==> config.mk <==
export PLATFORM = sky130hd
export DESIGN_NAME = uart_cmd_parser
export DESIGN_NICKNAME = d
export VERILOG_FILES = /design/src/rtl/uart_cmd_parser.sv
export SDC_FILE = /design/constraint.sdc
export NUM_CORES = 1
export LEC_CHECK = 0
export BUFFER_PORTS_ARGS = -buffer_cell sky130_fd_sc_hd__buf_4
export CAP_MARGIN = 20
export CORE_ASPECT_RATIO = 0.9
export CORE_UTILIZATION = 55
export DETAILED_ROUTE_END_ITERATION = 6
export GPL_TIMING_DRIVEN = 0
export PLACE_DENSITY = 0.77
export SETUP_SLACK_MARGIN = 0.2
export SLEW_MARGIN = 40
export SYNTH_ARGS = -nofsm -noshare
export SYNTH_HDL_FRONTEND = slang
export SYNTH_SLANG_ARGS = --single-unit
==> constraint.sdc <==
create_clock -name clk -period 3.8 [get_ports clk]
set_input_delay 0.57 -clock clk [delete_from_list [all_inputs] [get_ports clk]]
set_output_delay 0.57 -clock clk [all_outputs]
set_load 0.01 [all_outputs]
==> src/rtl/uart_cmd_parser.sv <==
// ASCII command-line parser behind a UART receiver: decimal+EOL -> SET, R/S/C -> RUN/STOP/CLR.
// Optional idle timeout on partial lines when CMD_TIMEOUT_EN is defined.
module uart_cmd_parser #(
   parameter int MAX_DIGITS     = 4,
   parameter int VALUE_W        = 14,
   parameter int TIMEOUT_CYCLES = 10_000_000
) (
   input  logic               clk,
   input  logic               reset,
   input  logic [7:0]         rx_data,
   input  logic               rx_done,
   output logic               cmd_valid,
   output logic [1:0]         cmd_code,
   output logic [VALUE_W-1:0] cmd_value,
   output logic               cmd_err,
   output logic [1:0]         dbg_state_o
);

   localparam logic [1:0] S_IDLE = 2'd0;
   localparam logic [1:0] S_NUM  = 2'd1;
   localparam logic [1:0] S_ERR  = 2'd2;

   localparam logic [1:0] C_SET  = 2'd0;
   localparam logic [1:0] C_RUN  = 2'd1;
   localparam logic [1:0] C_STOP = 2'd2;
   localparam logic [1:0] C_CLR  = 2'd3;

   localparam int ND_W = $clog2(MAX_DIGITS + 1);

   logic [1:0]         state_q, state_d;
   logic [VALUE_W-1:0] acc_q, acc_d;
   logic [ND_W-1:0]    ndig_q, ndig_d;
   logic               valid_q, valid_d;
   logic               err_q, err_d;
   logic [1:0]         code_q, code_d;
   logic [VALUE_W-1:0] value_q, value_d;

   logic               is_digit, is_eol;
   logic [7:0]         lower;
   logic [VALUE_W-1:0] digit_val;
   logic               timeout;

   assign is_digit  = (rx_data >= 8'h30) && (rx_data <= 8'h39);
   assign is_eol    = (rx_data == 8'h0D) || (rx_data == 8'h0A);
   // Folding bit 5 maps upper-case letters onto lower-case for the R/S/C match.
   assign lower     = rx_data | 8'h20;
   assign digit_val = {{(VALUE_W-4){1'b0}}, rx_data[3:0]};

`ifdef CMD_TIMEOUT_EN
   localparam int CNT_W = (TIMEOUT_CYCLES > 1) ? $clog2(TIMEOUT_CYCLES) : 1;
   logic [CNT_W-1:0] cnt_q, cnt_d;

   assign timeout = !rx_done && (state_q != S_IDLE) &&
                    (cnt_q == CNT_W'(TIMEOUT_CYCLES - 1));

   always_comb begin
      cnt_d = cnt_q + 1'b1;
      if (rx_done || (state_q == S_IDLE) || timeout) cnt_d = '0;
   end

   always_ff @(posedge clk or posedge reset) begin
      if (reset) cnt_q <= '0;
      else       cnt_q <= cnt_d;
   end
`else
   logic unused_timeout;
   assign unused_timeout = (TIMEOUT_CYCLES != 0);
   assign timeout        = 1'b0;
`endif

   always_comb begin
      state_d = state_q;
      acc_d   = acc_q;
      ndig_d  = ndig_q;
      valid_d = 1'b0;
      err_d   = 1'b0;
      code_d  = code_q;
      value_d = value_q;
      if (rx_done) begin
         case (state_q)
            S_IDLE: begin
               if (is_digit) begin
                  acc_d   = digit_val;
                  ndig_d  = ND_W'(1);
                  state_d = S_NUM;
               end else if (lower == 8'h72) begin
                  valid_d = 1'b1;
                  code_d  = C_RUN;
               end else if (lower == 8'h73) begin
                  valid_d = 1'b1;
                  code_d  = C_STOP;
               end else if (lower == 8'h63) begin
                  valid_d = 1'b1;
                  code_d  = C_CLR;
               end
            end
            S_NUM: begin
               if (is_digit && (ndig_q < ND_W'(MAX_DIGITS))) begin
                  acc_d  = (acc_q << 3) + (acc_q << 1) + digit_val;
                  ndig_d = ndig_q + ND_W'(1);
               end else if (is_eol) begin
                  valid_d = 1'b1;
                  code_d  = C_SET;
                  value_d = acc_q;
                  acc_d   = '0;
                  ndig_d  = '0;
                  state_d = S_IDLE;
               end else begin
                  // Too many digits or any non-digit: reject the rest of the line.
                  err_d   = 1'b1;
                  state_d = S_ERR;
               end
            end
            S_ERR: begin
               if (is_eol) begin
                  acc_d   = '0;
                  ndig_d  = '0;
                  state_d = S_IDLE;
               end
            end
            default: begin
               acc_d   = '0;
               ndig_d  = '0;
               state_d = S_IDLE;
            end
         endcase
      end else if (timeout) begin
         err_d   = (state_q == S_NUM);
         acc_d   = '0;
         ndig_d  = '0;
         state_d = S_IDLE;
      end
   end

   always_ff @(posedge clk or posedge reset) begin
      if (reset) begin
         state_q <= S_IDLE;
         acc_q   <= '0;
         ndig_q  <= '0;
         valid_q <= 1'b0;
         err_q   <= 1'b0;
         code_q  <= C_SET;
         value_q <= '0;
      end else begin
         state_q <= state_d;
         acc_q   <= acc_d;
         ndig_q  <= ndig_d;
         valid_q <= valid_d;
         err_q   <= err_d;
         code_q  <= code_d;
         value_q <= value_d;
      end
   end

   assign cmd_valid   = valid_q;
   assign cmd_err     = err_q;
   assign cmd_code    = code_q;
   assign cmd_value   = value_q;
   assign dbg_state_o = state_q;

endmodule
==> impl_metrics.env <==
export IMPL_rrSetupSlack_ns=1.00
export IMPL_cpMostUsedCell="inv_1"
export IMPL_drive_gt1_frac=0.2734
export IMPL_ys_warnings_count=0
export IMPL_grt_overflow=0
export IMPL_cp_top_family="compound AO/OA/AOI/OAI gates"
export IMPL_cp_data_arrival_time_ns=3.05
export IMPL_fillCellCount=313
export IMPL_synth_distinct_cells=50
export IMPL_fin_crit_sh=0.7424
export IMPL_met3_usage=0.03360
export IMPL_status="finished clean"
export IMPL_vias=1797
export IMPL_setup_viol=0
export IMPL_cts_buffers=5
export IMPL_grt_pass1_wl_mm=8.369
export IMPL_comb_power_share=0.051
export IMPL_die_height_um=63.06
export IMPL_clockBufferDepth=2
export IMPL_netlist_area_um2=2278
export IMPL_first_pass_iters=4
export IMPL_grt_use_total=0.2384
export IMPL_finClkSkew_ns=0.006403
export IMPL_power_leakage_uw=0.001397
export IMPL_hold_violations=0
export IMPL_worstSetupPathDepth=11
export IMPL_synth_seq_area_share=0.4064
export IMPL_start_util=0.5939
export IMPL_tns_ns=0
export IMPL_slew_headroom=0.5761
export IMPL_grt_util_met2=0.3798
export IMPL_yosys_most_used_dff="dfrtp_1"
export IMPL_dieArea_um2=4404
export IMPL_synth_edf_count=0
export IMPL_vias_per_cell=5.950
export IMPL_dpl_hpwl_mm=3.530
export IMPL_busiest_layer="met2"
export IMPL_cpMaxStageDelayCell="fa_1"
export IMPL_worstPathRequired_ns=4.03
export IMPL_clock_sinks=37
export IMPL_avgSynthCellArea_um2=10.45
export IMPL_cts_tree="done"
export IMPL_seqPwrFrac=0.497
export IMPL_insertion_delay_ns=0.29
export IMPL_ctsResizeCount=0
export IMPL_cp_max_fo=6
export IMPL_post_cts_setup_buffers=0
export IMPL_finalPower_uw=796.8
export IMPL_p_sw_frac=0.2175
export IMPL_antenna_cells=0
export IMPL_ys_seq_elements=37
export IMPL_grt_max_degree=38
export IMPL_preCtsSetupSlack_ns=0.6732
export IMPL_whs_ns=0.3409
export IMPL_worst_pin_slew_ns=0.6351
export IMPL_first_global_vias=1765
export IMPL_drtIter0Drc=114
export IMPL_cts_htree_levels=2
export IMPL_final_cells=302
export IMPL_syn_num_nets=254
export IMPL_reg2regPathDepth=10
export IMPL_power_internal_uw=623.5
export IMPL_switching_power_uw=173.3
export IMPL_start_kind="input pin"
export IMPL_drv_slew=0
export IMPL_endpoint_kind="flip-flop"
export IMPL_rows=21
export IMPL_core_area_um2=3836
export IMPL_num_io_pins=31
export IMPL_ant_nets=0
export IMPL_rsz0062_at_grt="false"
export IMPL_slowest_delay_ns=0.59
export IMPL_critPathKind="in2reg"
export IMPL_hold_class="in2async"
export IMPL_port_buffers=30
export IMPL_clkPwrFrac=0.453
export IMPL_async_flop_share=1.000
export IMPL_avgRoutedWirePerCell_um=15.79
export IMPL_die_w_um=69.85
export IMPL_max_freq_mhz=354.5
export IMPL_postCtsHoldBufs=0
export IMPL_cp_num_buf_inv=3
export IMPL_gp_congestion=0.8639
export IMPL_layout_nets=291
export IMPL_dp_cells=294
export IMPL_worstReg2RegStart="acc_q[0]"
export IMPL_final_common_cell="dfrtp_1"
export IMPL_clk_pin_slew_worst_paths_ns=0.08
export IMPL_drcViolationCount=0
export IMPL_antenna_found_initial=0
export IMPL_min_period_ns=2.821
export IMPL_final_cell_mix="dfrtp_1 (37), buf_4 (30), ha_1 (23)"
export IMPL_peakVddDrop_mv=0.3438
export IMPL_power_density_nw_per_um2=297.0
export IMPL_cts_root_buffer="clkbuf_8"
export IMPL_crit_chain="buf_4 -> inv_1 -> fa_1 -> inv_1 -> ha_1 -> a21o_1 -> a21oi_1 -> o21a_1 -> o21ai_0 -> a2111o_1 -> nand3_1"
export IMPL_grtUsageMet1=0.3271
export IMPL_r2r_end="acc_q[13]"
export IMPL_drv_cap=0
export IMPL_setup_ws_ns=0.9788
export IMPL_syn_inst=218
export IMPL_wirelength_mm=4.770
export IMPL_areaGrowthSynthToFinish_pct=17.74
[synth_stat cells (all sizes together) (2+ instances only)]
cell type  instances  share of area
o31a               2         0.0077
xor2               3          0.012
a22o               3          0.013
nor2              12          0.021
nand3              5          0.013
xnor2              6          0.023
dfrtp             37           0.41
fa                 2          0.018
a31oi              2         0.0055
or2                2         0.0055
inv               16          0.026
buf                3          0.012
o21ai             20          0.044
nor3               5          0.013
o211ai             2         0.0066
and3               2         0.0055
ha                23           0.13
a222oi             2         0.0088
nand2             18          0.030
o21a               3         0.0099
a21oi             14          0.031
mux2              14          0.069
[final cells by class]
cell class	instances	area (um2)	area share
plain buffers	3	27.53	0.01026
clock buffers	6	82.58	0.03078
clock inverters	2	37.54	0.01399
inverters	16	61.31	0.02285
multi-input cells	162	1265	0.4715
flip-flops and latches	37	925.9	0.3451
well taps	46	57.56	0.02146
repair buffers	30	225.2	0.08396
[metal layers]
metal,wire length (um),vias to the layer above
met3,170,11
met4,122,0
met1,2257,871
li1,-,869
met2,2219,46
met5,0,-
[worst max-delay path by stage]
stage,start,endpoint
4_1_cts,rx_data[3],acc_q[13]
3_5_place_dp,rx_data[3],acc_q[13]
5_1_grt,acc_q[0],acc_q[13]
6_report,rx_data[3],acc_q[13]
3_3_place_gp,rx_data[3],acc_q[13]
2_1_floorplan,rx_data[3],acc_q[13]
[metrics by stage]
stage,area (um2),utilization
floorplan,2278,-
CTS,2681,0.6990
finish,2683,0.6993
global placement,2561,0.6676
global route,2683,0.6993
detailed placement,2561,0.6676
[cells by family after synthesis]
| logic type | after synthesis | synth area share |
|---|---|---|
| XOR/XNOR | 9 | 0.03460 |
| multiplexers | 15 | 0.07359 |
| buffers and inverters | 19 | 0.03844 |
| adder cells (fa/ha/maj) | 25 | 0.1439 |
| AND/OR/NAND/NOR | 52 | 0.1186 |
| flip-flops | 37 | 0.4064 |
| AO/OA/AOI/OAI | 61 | 0.1845 |
[registers in the layout, indices dropped and copies added, names as in the netlist]
signal,cells
cmd_err,1
cmd_code,2
dbg_state_o,2
cmd_value,14
ndig_q,3
acc_q,14
cmd_valid,1
[worst register-to-register path, cell delays in order, from the launching register on]
cell      delay, ns
dfrtp_1        0.39
inv_1          0.09
fa_1           0.57
inv_1          0.06
ha_1           0.28
a21o_1         0.15
a21oi_1        0.24
o21a_1         0.25
o21ai_0        0.20
a2111o_1       0.45
nand3_1        0.07
[power by group through the flow]
stage	clock, uW	combinational [uW]	sequential, uW
after floorplan	0	21.1	403
after global placement	0	39.2	404
after detailed placement	0	40.8	404
after CTS	363	40.8	396
after global routing	378	45.7	396
final	361	40.3	396
No activity file was read; power rests on OpenSTA's default activity.
